## config.mk

```make
export PLATFORM = sky130hd
export DESIGN_NAME = spi_byte_shifter
export DESIGN_NICKNAME = d
export VERILOG_FILES = /design/src/rtl/spi_byte_shifter.sv
export SDC_FILE = /design/constraint.sdc
export NUM_CORES = 1
export LEC_CHECK = 0
export BUFFER_PORTS_ARGS = -buffer_cell sky130_fd_sc_hd__buf_2
export CAP_MARGIN = 20
export CORE_MARGIN = 3
export CORE_UTILIZATION = 25
export CTS_CLUSTER_SIZE = 24
export DETAILED_ROUTE_END_ITERATION = 6
export GPL_TIMING_DRIVEN = 0
export SLEW_MARGIN = 15
export SYNTH_ARGS = -nofsm -noshare
export SYNTH_HDL_FRONTEND = slang
export SYNTH_SLANG_ARGS = --single-unit
```

## constraint.sdc

```tcl
create_clock -name clk_sys_i -period 2.5 [get_ports clk_sys_i]
set_input_delay 0.125 -clock clk_sys_i [delete_from_list [all_inputs] [get_ports clk_sys_i]]
set_output_delay 0.125 -clock clk_sys_i [all_outputs]
set_load 0.01 [all_outputs]
```

## src/rtl/spi_byte_shifter.sv

```systemverilog
// SPI mode-0 byte transceiver (MSB first), oversampled in the clk_sys_i domain.
// Optional macro SPI_BYTE_SYNC_EN inserts 2-flop synchronizers on the SPI inputs.
module spi_byte_shifter (
  input  logic       clk_sys_i,
  input  logic       reset_i,
  input  logic       spi_sck_i,
  input  logic       spi_cs_ni,
  input  logic       spi_rx_i,
  output logic       spi_tx_o,
  input  logic [7:0] tx_byte_i,
  output logic [7:0] rx_byte_o,
  output logic       valid_o
);

  logic sck_s;
  logic cs_s;
  logic rx_s;

`ifdef SPI_BYTE_SYNC_EN
  logic [1:0] sck_sync_q;
  logic [1:0] cs_sync_q;
  logic [1:0] rx_sync_q;

  always_ff @(posedge clk_sys_i) begin
    if (reset_i) begin
      sck_sync_q <= 2'b00;
      cs_sync_q  <= 2'b11;
      rx_sync_q  <= 2'b00;
    end else begin
      sck_sync_q <= {sck_sync_q[0], spi_sck_i};
      cs_sync_q  <= {cs_sync_q[0], spi_cs_ni};
      rx_sync_q  <= {rx_sync_q[0], spi_rx_i};
    end
  end

  assign sck_s = sck_sync_q[1];
  assign cs_s  = cs_sync_q[1];
  assign rx_s  = rx_sync_q[1];
`else
  assign sck_s = spi_sck_i;
  assign cs_s  = spi_cs_ni;
  assign rx_s  = spi_rx_i;
`endif

  logic       sck_q;
  logic       cs_q;
  logic [7:0] tx_sr_q,   tx_sr_d;
  logic [7:0] rx_sr_q,   rx_sr_d;
  logic [7:0] rx_byte_q, rx_byte_d;
  logic [2:0] bit_cnt_q, bit_cnt_d;
  logic       valid_q,   valid_d;

  logic sck_rise;
  logic sck_fall;
  logic active;

  assign sck_rise = sck_s & ~sck_q;
  assign sck_fall = ~sck_s & sck_q;
  // Edges count only once CS has been low for a full clk, so a glitchy CS
  // assertion cannot clock a bit in the same cycle it lands.
  assign active   = ~cs_s & ~cs_q;

  always_comb begin
    tx_sr_d   = tx_sr_q;
    rx_sr_d   = rx_sr_q;
    rx_byte_d = rx_byte_q;
    bit_cnt_d = bit_cnt_q;
    valid_d   = 1'b0;

    if (cs_s) begin
      tx_sr_d   = tx_byte_i;
      bit_cnt_d = 3'd0;
    end else if (active) begin
      if (sck_rise) begin
        rx_sr_d   = {rx_sr_q[6:0], rx_s};
        bit_cnt_d = bit_cnt_q + 3'd1;
        if (bit_cnt_q == 3'd7) begin
          rx_byte_d = {rx_sr_q[6:0], rx_s};
          valid_d   = 1'b1;
        end
      end else if (sck_fall) begin
        // bit_cnt already wrapped to 0 on the 8th rise: load the next byte
        if (bit_cnt_q == 3'd0) begin
          tx_sr_d = tx_byte_i;
        end else begin
          tx_sr_d = {tx_sr_q[6:0], 1'b0};
        end
      end
    end
  end

  always_ff @(posedge clk_sys_i) begin
    if (reset_i) begin
      sck_q     <= 1'b0;
      cs_q      <= 1'b1;
      tx_sr_q   <= 8'h00;
      rx_sr_q   <= 8'h00;
      rx_byte_q <= 8'h00;
      bit_cnt_q <= 3'd0;
      valid_q   <= 1'b0;
    end else begin
      sck_q     <= sck_s;
      cs_q      <= cs_s;
      tx_sr_q   <= tx_sr_d;
      rx_sr_q   <= rx_sr_d;
      rx_byte_q <= rx_byte_d;
      bit_cnt_q <= bit_cnt_d;
      valid_q   <= valid_d;
    end
  end

  assign spi_tx_o  = tx_sr_q[7];
  assign rx_byte_o = rx_byte_q;
  assign valid_o   = valid_q;

endmodule

```

==> results of run 1 <==
worst max-delay path, stage by stage (launching register included):
cell and delay (ns):
dfxtp_1 0.37, ha_1 0.18, ha_1 0.13, clkbuf_1 0.32, nand2_1 0.34, nand2_1 0.16, a21oi_1 0.07
final timing paths:
kind	startpoint	cells after the start	slack, ns	to
worst max register to register	bit_cnt_q[0]$_SDFFE_PP0P_	6	0.80	rx_byte_o[6]$_SDFFE_PP0P_
worst min-delay path	spi_sck_i	2	0.10	sck_q$_SDFF_PP0_
worst min register to register	tx_sr_q[0]$_SDFFE_PP0P_	2	0.45	tx_sr_q[0]$_SDFFE_PP0P_
worst max-delay path	bit_cnt_q[0]$_SDFFE_PP0P_	6	0.80	rx_byte_o[6]$_SDFFE_PP0P_
cells by family (layout without fill, tap and decap cells):
logic type	after synthesis	count (layout)	share of synthesized area, %
multiplexers	14	14	12.1
AND/OR/NAND/NOR	43	43	17.1
AO/OA/AOI/OAI	21	21	11.0
flip-flops	29	29	50.2
buffers and inverters	12	41	5.52
XOR/XNOR	1	1	0.758
adder cells (fa/ha/maj)	3	3	3.25
power by group:
part	switching, mW	total, mW	internal [mW]	leakage, nW
clock network	0.169	0.418	0.248	0.0542
logic	0.0285	0.0524	0.0239	0.328
registers	0.00670	0.481	0.474	0.236
total	0.205	0.951	0.746	0.618
cells in the final DEF (no fill, tap or decap), types with 2 or more instances in the layout:
master,synthesis,layout
nand3_1,9,9
nor2_1,21,21
buf_4,3,3
inv_1,3,3
ha_1,3,3
dfxtp_1,29,29
a21o_1,2,2
nand2_1,10,10
a211oi_1,7,7
mux2i_1,14,14
buf_2,0,21
clkbuf_8,0,7
clkbuf_1,5,5
a21oi_1,12,12
flip-flops by register name, indices dropped and copies added (netlist names):
name	flops
rx_byte_o	8
tx_sr_q	8
rx_sr_q	7
bit_cnt_q	3
cs_q	1
sck_q	1
valid_o	1
layout make-up:
| cell class | count | area, sq um | area share, % |
|---|---|---|---|
| plain buffers | 9 | 52.6 | 3.68 |
| clock buffers | 7 | 96.3 | 6.75 |
| clock inverters | 1 | 5.00 | 0.351 |
| inverters | 3 | 11.3 | 0.789 |
| multi-input cells | 82 | 512 | 35.8 |
| flip-flops and latches | 29 | 581 | 40.7 |
| well taps | 52 | 65.1 | 4.56 |
| repair buffers | 21 | 105 | 7.36 |
routing by layer:
| layer | part of all wire, % | vias to the layer above |
|---|---|---|
| met5 | 0 | - |
| met4 | 1.5 | 0 |
| met3 | 8.9 | 8 |
| met2 | 39 | 23 |
| met1 | 50 | 401 |
| li1 | - | 470 |
metrics by stage:
step	instances	hold WS (ns)	setup WS, ns	power, mW
detailed placement	196	0.391	0.776	0.544
global route	204	0.0988	0.629	1.00
finish	204	0.104	0.803	0.951
floorplan	123	0.253	1.15	0.524
CTS	204	0.0932	0.752	0.969
global placement	196	0.386	0.769	0.544
synthesized netlist by cell type:
master	instances
inv_1	3
a21oi_1	12
dfxtp_1	29
a211oi_1	7
mux2i_1	14
nor2_1	21
nand3_1	9
ha_1	3
nand2_1	10
or2_2	1
buf_6	1
nor2b_1	1
clkbuf_1	5
buf_4	3
xnor2_1	1
nor4b_4	1
a21o_1	2
==> results.yml, run 1 <==
timing:
  tightest_slew_ns: 0.454
  finClkSkew_ns: 0.00838
  maxSlewViolCount: 0
  finalHoldViolCount: 0
  finalCriticalPeriod_ns: 1.70
  rsz0062_at_grt: "false"
  maxSlewHeadroom_pct: 69.7
  fmax_ghz: 0.589
  post-route-period-util_pct: 67.9
  final.setup.tns_ns: 0
  setup_viol: 0
clock_tree:
  clk_latency_ns: 0.28
  cts_root_buf: "clkbuf_8"
  cts_hold_buf: 0
  clock-sinks: 29
  htree_levels: 2
  cts_tree: "built"
  cts_resized: 0
  cts_made_buffers: 5
  clk_pin_slew_ns: 0.06
  postCtsSetupBuffers: 0
  clk_path_buf_depth: 2
cells_and_area:
  n_antenna_cell: 0
  fin_area_sq_mm: 0.00143
  syn_to_final_growth_pct: 23.5
  fillCellCount: 482
  drive_above_1_share_pct: 23.0
  fin_util_pct: 32.3
  fin_nets: 167
worst_hold_path:
  hold_path_class: "in2reg"
placed_design:
  place_area_sq_mm: 0.00133
  gp_congestion: 0.753
  port_buffers: 21
  hpwl_microns: 1600
grt:
  grt_busiest_layer: "met2"
  antenna_found_initial: 0
  globalRouteOverflowTotal: 0
  track_usage_pct: 9.76
  grt_pass1_vias: 869
  grt_pass1_wl_microns: 3930
  grt_util_met2_pct: 13.5
  grt_max_degree: 11
  met1_usage_pct: 12.6
  use_met3_pct: 5.54
logic_synthesis:
  synth-seq-area-share_pct: 50.2
  synth_seq_cells: 29
  ys_top_cells_by_area: "dfxtp_1 50%, mux2i_1 12%, nor2_1 6.8%"
  syn_avg_cell_area_sq_um: 9.40
  netlist.area_leader.share_pct: 50.2
  yosys_warnings: 0
  postSynthCellCount: 123
  ys_types: 17
  synth_largest_area_cell: "dfxtp_1"
  synth_nets: 139
  synth_area_sq_mm: 0.00116
run_status:
  status: "finished, final reports clean"
power:
  p_leak_nw: 0.618
  irDropWorstVdd_mv: 0.250
  power_density_mw_per_mm2: 666
floorplan:
  die_x_microns: 74.0
  rows: 24
  pin_count: 23
  start_util_pct: 26.2
  die_h_microns: 74.0
  dieArea_sq_mm: 0.00548
  core_area_sq_mm: 0.00441
worst_setup_path:
  crit_fanout: 9
  cp-end-kind: "flop"
  setup.worst_path.start_class: "flop"
  required_ns: 2.65
  crit_type: "reg2reg"
  worstPathArrival_ns: 1.85
route:
  antenna_left: 0
  avgViaCountPerCell: 4.42
  drc: 0
  drt_first_pass_iters: 4
  vias: 902
  wl_per_cell_microns: 11.1
  dr.first_iter.drc_count: 22
  totalWireLength_microns: 2270
job:
  maxCapViolCount: 0
No activity file was read; power rests on OpenSTA's default activity.
==> run 2, diff against run 1 <==
Clock period 2.5 ns to 1.7 ns, I/O delays scaled along.
==> results.yml, run 2 (same netlist as run 1, synthesis figures left out) <==
floorplan:
  start_util_pct: 26.2
  die_x_microns: 74.0
  core_area_sq_mm: 0.00441
  rows: 24
  dieArea_sq_mm: 0.00548
  die_h_microns: 74.0
  pin_count: 23
clock_tree:
  htree_levels: 2
  cts_root_buf: "clkbuf_8"
  clock-sinks: 29
  clk_pin_slew_ns: 0.06
  cts_made_buffers: 5
  cts_tree: "built"
  clk_path_buf_depth: 2
  clk_latency_ns: 0.28
  cts_hold_buf: 0
placed_design:
  hpwl_microns: 1600
  place_area_sq_mm: 0.00133
  port_buffers: 21
  gp_congestion: 0.753
power:
  p_switching_mw: 0.302
  power_density_mw_per_mm2: 981
  irDropWorstVdd_mv: 0.368
  p_leak_nw: 0.618
  pwr-share-comb_pct: 5.5
  power.total_mw: 1.40
  clkPwrFrac_pct: 43.9
  power_frac_seq_pct: 50.5
  p_int_mw: 1.10
  switching_share_pct: 21.6
worst_setup_path:
  cp-end-kind: "flop"
  cp_common_cell: "ha_1"
  crit_fanout: 9
  path_cells: "ha_1 > ha_1 > nand2_2 > nand2_1 > a21oi_1"
  setup.worst_path.start_class: "flop"
  cpMaxStageDelayCell: "dfxtp_1"
  crit_start: "bit_cnt_q[0]$_SDFFE_PP0P_"
  r2r-start: "bit_cnt_q[0]$_SDFFE_PP0P_"
  critPathMaxStageDelay_ns: 0.37
  path_buf_inv: 0
  required_ns: 1.85
  crit_type: "reg2reg"
  worstPathArrival_ns: 1.60
  crit_family: "adder cells"
grt:
  use_met3_pct: 5.54
  globalRouteOverflowTotal: 0
  grt_util_met2_pct: 13.5
  grt_pass1_vias: 869
  grt_pass1_wl_microns: 3930
  track_usage_pct: 9.76
  grt_busiest_layer: "met2"
  met1_usage_pct: 12.6
  grt_max_degree: 11
  antenna_found_initial: 0
timing:
  finClkSkew_ns: 0.00795
  finalCriticalPeriod_ns: 1.45
  rsz0062_at_grt: "false"
  fmax_ghz: 0.689
  maxSlewHeadroom_pct: 69.7
  hold_ws_ns: 0.0644
  setup_viol: 0
  tightest_slew_ns: 0.454
  maxSlewViolCount: 0
  post-route-period-util_pct: 85.4
  finalHoldViolCount: 0
cells_and_area:
  syn_to_final_growth_pct: 23.4
  fin_util_pct: 32.3
  drive_above_1_share_pct: 23.8
  layout_commonest_cell: "dfxtp_1"
  n_antenna_cell: 0
  fin_area_sq_mm: 0.00143
  fin_nets: 166
  final_cell_mix: "29 x dfxtp_1, 21 x nor2_1, 21 x buf_2"
route:
  antenna_left: 0
  vias: 891
  dr.first_iter.drc_count: 25
  drt_first_pass_iters: 4
  totalWireLength_microns: 2260
  avgViaCountPerCell: 4.39
  drc: 0
  wl_per_cell_microns: 11.1
worst_hold_path:
  min_from: "spi_sck_i"
  hold_path_class: "in2reg"
job:
  maxCapViolCount: 0
run_status:
  status: "finished, final reports clean"
[run 2: worst register-to-register path: cells and delay by family (launching register included)]
family | cells | cell delay, ns
adders and majority gates | 2 | 0.54
DFF | 1 | 0.37
and+or+nand+nor | 2 | 0.35
AOI/OAI and AO/OA | 1 | 0.07
[run 2: through the flow]
stage	setup TNS (ns)	instances	setup WS (ns)
after floorplan	0	123	0.354
after global placement	-0.228	196	-0.0309
after detailed placement	-0.144	196	-0.0244
after CTS	0	204	0.0713
after global routing	0	203	0.123
final	0	203	0.248
[run 2: path summary, 6_finish.rpt]
path / endpoint / slack, ns / cells after the start
worst min register to register: tx_sr_q[0]$_SDFFE_PP0P_ / 0.45 / 2
worst min-delay path: sck_q$_SDFF_PP0_ / 0.06 / 2
worst max register to register: rx_byte_o[6]$_SDFFE_PP0P_ / 0.25 / 5
worst max-delay path: rx_byte_o[6]$_SDFFE_PP0P_ / 0.25 / 5
[run 2: area by class of cell]
class,count,area [sq um]
buffer,8,48.8
clock buffer,7,96.3
clock inverter,1,5.00
fill,483,2990
inverter,3,11.3
multi-input combinational,82,514
sequential,29,581
tap,52,65.1
timing repair buffer,21,105
[run 2: what timing repair did]
item / CTS / global route
pin swaps: 0 / 0
endpoints found under the setup margin: 8 / 8
resized for setup: 1 / 0
gates cloned: 0 / 0
buffers inserted: 0 / 0
[run 2: power groups by stage]
stage | clock, mW | sequential [mW] | combinational [mW]
after global placement | 0 | 0.721 | 0.0780
after CTS | 0.639 | 0.707 | 0.0785
final | 0.615 | 0.707 | 0.0771
after floorplan | 0 | 0.721 | 0.0490
after detailed placement | 0 | 0.722 | 0.0779
after global routing | 0.677 | 0.708 | 0.0882
[run 2: metal layers]
| layer | share of wire (%) | vias up | routed length [microns] |
|---|---|---|---|
| li1 | - | 468 | - |
| met5 | 0 | - | 0 |
| met3 | 9.0 | 8 | 204 |
| met4 | 1.5 | 0 | 35 |
| met1 | 51 | 392 | 1150 |
| met2 | 38 | 23 | 869 |
